### src/rtl/writeback_unit.sv
// writeback_unit: in-order writeback queue arbitrating a memory port and an ALU
// port onto a shared scalar/vector register-file write port. Tracks per-register
// pending-write masks and queue occupancy.
// Optional feature: define WB_BYPASS_EN to let a result accepted into an empty,
// unstalled queue write the register file in its acceptance cycle.

// Per-lane select between the queue head and the bypassed incoming lane.
module wb_lane_sel #(
    parameter int W = 8
) (
    input  logic         sel_i,
    input  logic [W-1:0] a_i,
    input  logic [W-1:0] b_i,
    output logic [W-1:0] y_o
);
    assign y_o = sel_i ? b_i : a_i;
endmodule

module writeback_unit #(
    parameter int SCALAR_DATA_WIDTH = 48,
    parameter int VECTOR_DATA_WIDTH = 8,
    parameter int VECTOR_SIZE       = 6,
    parameter int ADDRESS_WIDTH     = 4,
    parameter int FIFO_DEPTH        = 4
) (
    input  logic                                            clock,
    input  logic                                            reset,
    input  logic                                            memValid,
    output logic                                            memReady,
    input  logic                                            memIsVector,
    input  logic [ADDRESS_WIDTH-1:0]                        memAddress,
    input  logic [SCALAR_DATA_WIDTH-1:0]                    memScalarData,
    input  logic [VECTOR_SIZE-1:0][VECTOR_DATA_WIDTH-1:0]   memVectorData,
    input  logic                                            aluValid,
    output logic                                            aluReady,
    input  logic                                            aluIsVector,
    input  logic [ADDRESS_WIDTH-1:0]                        aluAddress,
    input  logic [SCALAR_DATA_WIDTH-1:0]                    aluScalarData,
    input  logic [VECTOR_SIZE-1:0][VECTOR_DATA_WIDTH-1:0]   aluVectorData,
    input  logic                                            writeStall,
    output logic                                            writeEnableScalar,
    output logic                                            writeEnableVector,
    output logic [ADDRESS_WIDTH-1:0]                        writeAddress,
    output logic [SCALAR_DATA_WIDTH-1:0]                    writeScalarData,
    output logic [VECTOR_SIZE-1:0][VECTOR_DATA_WIDTH-1:0]   writeVectorData,
    output logic [15:0]                                     pendingScalar,
    output logic [15:0]                                     pendingVector,
    output logic [$clog2(FIFO_DEPTH):0]                     count
);

    localparam int PTR_W = (FIFO_DEPTH > 1) ? $clog2(FIFO_DEPTH) : 1;
    localparam int CNT_W = $clog2(FIFO_DEPTH) + 1;

    typedef struct packed {
        logic                                          is_vec;
        logic [ADDRESS_WIDTH-1:0]                      addr;
        logic [SCALAR_DATA_WIDTH-1:0]                  sdata;
        logic [VECTOR_SIZE-1:0][VECTOR_DATA_WIDTH-1:0] vdata;
    } wb_entry_t;

    wb_entry_t              fifo_q [FIFO_DEPTH];
    logic [FIFO_DEPTH-1:0]  valid_q, valid_d;
    logic [PTR_W-1:0]       wptr_q, wptr_d;
    logic [PTR_W-1:0]       rptr_q, rptr_d;
    logic [CNT_W-1:0]       count_q, count_d;

    wb_entry_t head;
    wb_entry_t in_ent;
    logic      full_s, empty_s;
    logic      acc_mem, acc_alu, acc_any;
    logic      pop_s, push_s, byp_s;

    assign full_s  = (count_q == CNT_W'(FIFO_DEPTH));
    assign empty_s = (count_q == '0);

    // Memory port wins; the ALU is only offered a slot when memory is idle.
    assign memReady = !full_s;
    assign aluReady = !full_s && !memValid;
    assign acc_mem  = memValid && !full_s;
    assign acc_alu  = aluValid && !full_s && !memValid;
    assign acc_any  = acc_mem || acc_alu;

    // Incoming entry from whichever port is accepted this cycle.
    always_comb begin
        in_ent = '0;
        if (acc_mem) begin
            in_ent.is_vec = memIsVector;
            in_ent.addr   = memAddress;
            in_ent.sdata  = memScalarData;
            in_ent.vdata  = memVectorData;
        end else begin
            in_ent.is_vec = aluIsVector;
            in_ent.addr   = aluAddress;
            in_ent.sdata  = aluScalarData;
            in_ent.vdata  = aluVectorData;
        end
    end

`ifdef WB_BYPASS_EN
    // Bypass stays off until one edge after reset release so a freshly reset
    // unit never strobes the register file in its first live cycle.
    logic live_q;

    // Arm the bypass path one clock after reset deasserts.
    always_ff @(posedge clock or negedge reset) begin
        if (!reset) live_q <= 1'b0;
        else        live_q <= 1'b1;
    end

    assign byp_s = acc_any && empty_s && !writeStall && live_q;
`else
    assign byp_s = 1'b0;
`endif

    assign pop_s  = !empty_s && !writeStall;
    assign push_s = acc_any && !byp_s;
    assign head   = fifo_q[rptr_q];

    // Next-state for pointers, occupancy and per-entry valid flags.
    always_comb begin
        wptr_d  = wptr_q;
        rptr_d  = rptr_q;
        valid_d = valid_q;
        count_d = count_q + CNT_W'(push_s) - CNT_W'(pop_s);
        if (pop_s) begin
            valid_d[rptr_q] = 1'b0;
            rptr_d          = rptr_q + PTR_W'(1);
        end
        if (push_s) begin
            valid_d[wptr_q] = 1'b1;
            wptr_d          = wptr_q + PTR_W'(1);
        end
    end

    // Queue control state; reset empties the queue and drops all entries.
    always_ff @(posedge clock or negedge reset) begin
        if (!reset) begin
            valid_q <= '0;
            wptr_q  <= '0;
            rptr_q  <= '0;
            count_q <= '0;
        end else begin
            valid_q <= valid_d;
            wptr_q  <= wptr_d;
            rptr_q  <= rptr_d;
            count_q <= count_d;
        end
    end

    // Payload storage; contents are qualified by valid_q so no reset needed.
    always_ff @(posedge clock) begin
        if (push_s) fifo_q[wptr_q] <= in_ent;
    end

    // Pending masks: OR of every live entry, head included while it writes.
    always_comb begin
        pendingScalar = '0;
        pendingVector = '0;
        for (int i = 0; i < FIFO_DEPTH; i++) begin
            for (int a = 0; a < 16; a++) begin
                if (valid_q[i] && (int'(fifo_q[i].addr) == a)) begin
                    if (fifo_q[i].is_vec) pendingVector[a] = 1'b1;
                    else                  pendingScalar[a] = 1'b1;
                end
            end
        end
    end

    // Register-file write port: head on a pop, incoming entry on a bypass.
    always_comb begin
        writeEnableScalar = (pop_s && !head.is_vec) || (byp_s && !in_ent.is_vec);
        writeEnableVector = (pop_s &&  head.is_vec) || (byp_s &&  in_ent.is_vec);
        writeAddress      = byp_s ? in_ent.addr  : head.addr;
        writeScalarData   = byp_s ? in_ent.sdata : head.sdata;
    end

    for (genvar l = 0; l < VECTOR_SIZE; l++) begin : g_lane
        wb_lane_sel #(.W(VECTOR_DATA_WIDTH)) u_sel (
            .sel_i (byp_s),
            .a_i   (head.vdata[l]),
            .b_i   (in_ent.vdata[l]),
            .y_o   (writeVectorData[l])
        );
    end

    assign count = count_q;

endmodule

### config.mk
export PLATFORM = sky130hd
export DESIGN_NAME = writeback_unit
export DESIGN_NICKNAME = d
export VERILOG_FILES = /design/src/rtl/writeback_unit.sv
export SDC_FILE = /design/constraint.sdc
export NUM_CORES = 1
export LEC_CHECK = 0
export CAP_MARGIN = 5
export CORE_MARGIN = 2
export CORE_UTILIZATION = 40
export CTS_CLUSTER_DIAMETER = 120
export CTS_CLUSTER_SIZE = 10
export DETAILED_ROUTE_END_ITERATION = 8
export PLACE_DENSITY = 0.67
export SYNTH_ARGS = -nofsm -noshare
export SYNTH_HDL_FRONTEND = slang
export SYNTH_SLANG_ARGS = --single-unit
### constraint.sdc
create_clock -name clock -period 3.7 [get_ports clock]
set_input_delay 0.74 -clock clock [delete_from_list [all_inputs] [get_ports clock]]
set_output_delay 0.74 -clock clock [all_outputs]
set_load 0.01 [all_outputs]
After elaboration in Yosys (flattened, before gate mapping)
Memories as Yosys holds them, arrays and structs flattened.
Index checks and enable logic that the tools add are counted.
- output and inout port bits: 139
- RAM bits: 404
- flip-flop bits (word level): 11
- logic and storage cells: 396
- memories: 1
- reductions and logical operators: 84
- equality and inequality tests: 61
- magnitude comparators: 4
- add/subtract/negate cells: 4
- multiplexer cells: 235
- bitwise gates (word level): 3
- memory list (name ; words ; bits a word ; read ports ; clocked after Yosys merged registers in ; wr ports ; line ; source):
    fifo_q ; 4 ; 101 ; 5 ; 0 ; 1 ; 61 ; wb_entry_t fifo_q [FIFO_DEPTH];
- operator list (cell ; number):
    $mux W1 ; 230
    $eq A4 B4 Y1 const B ; 32
    $mux W101 ; 1
    $logic_and A1 B1 Y1 ; 73
    $eq A4 B3 Y1 const B ; 16
    $eq A4 B2 Y1 const B ; 8
    $eq A4 B1 Y1 const B ; 4
    $logic_not A4 Y1 ; 4
    $mux W4 ; 2
    $lt A2 B3 Y1 const B ; 2
    $logic_not A1 Y1 ; 5
    $add A2 B1 Y2 const B ; 2
    $and A4 B4 Y4 ; 1
    $demux W1 S2 ; 2
    $ge A2 B1 Y1 const B ; 2
    $not A4 Y4 ; 1
    $or A4 B4 Y4 ; 1
    $add A3 B1 Y3 ; 1
    $eq A3 B3 Y1 const B ; 1
    $logic_not A3 Y1 ; 1
    $sub A3 B1 Y3 ; 1
    $logic_or A1 B1 Y1 ; 1

Longest topological paths before layout
An unclocked memory read counts as a cell.
- depth after elaboration: 10
- mapped depth: 9
- depth with buffers taken out: 8

Cells and area by module
From an unflattened synthesis, not the netlist that was laid out.
- cell total of the unflattened synthesis: 935
- area total of the unflattened synthesis: 19034.5 µm²
- by module, submodules not included (module ; cells an instance ; area an instance (µm²) ; instances):
    writeback_unit ; 881 ; 18246.2 ; 1
    wb_lane_sel ; 9 ; 131.4 ; 6

Worst setup path after synthesis
OpenSTA, ideal clock, no wires.
- path type: input -> register
- start: input aluValid
- end: memory fifo_q[0][0] (netlist bit) (enable)
- stages: 4
- arrival time: 3.499 ns
- buffers on the path: 1
- path slack: -0.270 ns
- data required time: 3.228 ns
- cell sequence: nor2_1 nor2_1 buf_2 and2_1
- word-level cells in the longest chain between the ends: 5
- ends and longest elaborated chain (what ; line ; source):
    start: declaration ; 34 ; input logic aluValid,
    $logic_and A1 B1 Y1 (2 in a row) ; 80 ; assign acc_alu = aluValid && !full_s && !memValid;
    $logic_or A1 B1 Y1 ; 81 ; assign acc_any = acc_mem || acc_alu;
    $mux W1 ; 152 ; if (push_s) fifo_q[wptr_q] <= in_ent;
    $mux W1 (not written as such) ; 152 ;
    end: declaration ; 61 ;
Every way passes these cells.

==> results.json <==
{
  "status": "completed",
  "crit_path_max_incr_delay_ps": 690,
  "synth_top_family_by_area": "multiplexers",
  "timing.rr.end": "fifo_q[1][51]",
  "critPathKind": "flip-flop to output pin",
  "vias": 9733,
  "min_period_over_period": 0.927,
  "holdBufCountCts": 0,
  "fin_nets": 1435,
  "slew_viol_final": 0,
  "seq_area_frac_synth": 0.690,
  "cp_max_fo": 9,
  "cts_tree": "done",
  "drt-initial-drc-count": 643,
  "dp_hpwl_um": 26900,
  "synth_xor_area_frac": 0.00244,
  "pin_count": 346,
  "clkLatencyLatePin_ps": 570,
  "antenna_found_initial": 0,
  "cp_data_required_time_ps": 2960,
  "worstRegToRegCells": 5,
  "holdWs_ps": 517,
  "final.setup.tns_ps": 0,
  "slew_headroom": 0.504,
  "yosysWarningCount": 0,
  "wl_um": 39800,
  "grt.overflow.total": 0,
  "globalplace.congestion": 0.910,
  "path_cells": "nor4b_1, a22oi_1, o221ai_1, clkdlybuf4s50_1",
  "fmax_mhz": 291,
  "cts_setup_buffers": 0,
  "synthSimpleGateAreaFrac": 0.0342,
  "core_area_um2": 44300,
  "cp_top_family": "simple AND/OR/NAND/NOR gates",
  "route.detailed.drc": 0,
  "vdd_drop_max_mv": 0.458,
  "r2r_start": "count[1]",
  "drt_pass1_iterations": 7,
  "pre_cts_slack_ps": 801,
  "period_needed_ps": 3430,
  "grt_pass1_vias": 10300,
  "cts.clk_slew.worst_paths_ps": 60,
  "synth.net_count": 1064,
  "power.density_nw_per_um2": 813,
  "syn_area_um2": 18000,
  "leakage_nw": 7.95,
  "cts_resized": 0,
  "cts_buffer_depth": 3,
  "avgRoutedWirePerCell_um": 21.9,
  "slowest_stage": "nor4b_1",
  "crit_path_start_kind": "flip-flop",
  "max_cap_violations": 0,
  "hp-class": "primary input to async pin",
  "syn_inst": 847,
  "endpoint_kind": "output pin",
  "n_antenna_cell": 0,
  "die_h_um": 216,
  "synth.avg_cell_area_um2": 21.2,
  "synth_fa_ha_area_frac": 0.00738,
  "die_w_um": 216,
  "io_buffers": 345,
  "htreeDepth": 2,
  "async_flop_share": 0.0265,
  "ys_types": 48,
  "rsz0062_at_grt": "no",
  "antenna_left": 0,
  "numCtsBuffers": 47,
  "via_per_inst": 5.35,
  "muxShareOfSynthArea": 0.210,
  "cp_data_arrival_time_ps": 2690,
  "fin_skew_ps": 24.7,
  "drive_above_1_share": 0.247,
  "setup_viol": 0,
  "path_buf_inv": 1,
  "cts_root_buf": "clkbuf_16",
  "grt_max_degree": 53,
  "worstMarginPinSlew_ps": 733,
  "area_delta_synth_final_pct": 30.4,
  "die-area_um2": 46700,
  "grt_pass1_wl_um": 60400,
  "worst_slack_ps": 269,
  "clock_sinks": 415,
  "track_usage": 0.171,
  "synth_edf_count": 404,
  "initial_utilization": 0.406,
  "r2r_setup_slack_ps": 1470,
  "placementRows": 77,
  "synth_seq_cells": 415,
  "synthFlopType": "edfxtp_1",
  "synth_compound_area_frac": 0.0315,
  "hold_viol": 0
}
-- metrics by stage --
step / power [mW] / instance area [µm²] / util / instances
3_3_place_gp: 15.2 / 22200 / 0.501 / 1761
4_1_cts: 19.4 / 23400 / 0.529 / 1820
3_5_place_dp: 15.3 / 22200 / 0.501 / 1761
5_1_grt: 20.0 / 23400 / 0.529 / 1820
2_1_floorplan: 11.7 / 18000 / - / 847
6_report: 19.1 / 23400 / 0.529 / 1820
-- report_power, final --
part	internal [mW]	leakage (nW)	switching, mW
Sequential	6.97	3.86	0.556
Clock	2.31	0.613	1.67
Combinational	3.99	3.47	3.56
-- registers in the layout (all words and copies together) (netlist names) --
register	flops
rptr_q	2
count	3
wptr_q	2
valid_q	4
fifo_q	404
-- cells in the final DEF (no fill, tap or decap), types with 6 or more instances in the layout --
master and count:
edfxtp_1 404, clkdlybuf4s50_1 345, mux4_2 101, mux2_4 90
clkbuf_16 48, o221ai_1 25, a22oi_1 16, buf_12 14
buf_4 14, mux2_2 13, nor2_1 11, inv_1 10
nand4b_1 9, ha_1 9, dfrtp_1 9, nand2b_1 8
clkbuf_1 8, nor2b_1 7, nand3b_1 6, o22ai_1 6
and4bb_2 6
-- worst max-delay path by stage --
stage | from | endpoint | slack [ps] | cells past startpoint
floorplan | aluValid | fifo_q[0][0] | 850 | 4
global placement | memValid | fifo_q[2][28] | 820 | 6
detailed placement | writeStall | writeEnableVector | 800 | 4
CTS | fifo_q[2][100] | pendingScalar[0] | 260 | 4
global route | fifo_q[2][100] | pendingScalar[0] | 120 | 4
finish | fifo_q[2][100] | pendingScalar[4] | 270 | 4
-- synthesized netlist by cell type, types with 7 or more instances --
library cell  number  area, µm²
nand2b_1           8       50.1
ha_1               9        113
a22oi_1           16        120
o221ai_1          25        219
nand4b_1           9       78.8
clkbuf_1          23       86.3
mux4_2           101       2270
inv_1             10       37.5
mux2_4            90       1350
edfxtp_1         404      12100
nor2b_1            7       43.8
buf_4             11       82.6
dfrtp_1           11        275
mux2_2            13        146
nor2_1            11       41.3
buf_12            10        200
-- layer usage --
layer  global-route usage  wire, µm
met1                0.209     15800
met2                0.296     20100
met3               0.0465      3050
met4               0.0537       877
met5                    0         0
-- kinds of logic after synthesis --
logic type / after synthesis
and+or+nand+nor: 83
xor gates and xnor gates: 5
muxes: 204
DFF: 415
AOI/OAI and AO/OA: 68
adders and majority gates: 10
buffers and inverters: 62
-- layout make-up --
class,instances,area (µm²)
Tap cell,592,741
Clock buffer,56,1230
Timing Repair Buffer,373,3840
Sequential cell,415,12400
Inverter,11,41.3
Multi-Input combinational cell,370,5150
Clock inverter,3,32.5
Fill cell,3541,20900
No activity file was read; power rests on OpenSTA's default activity.
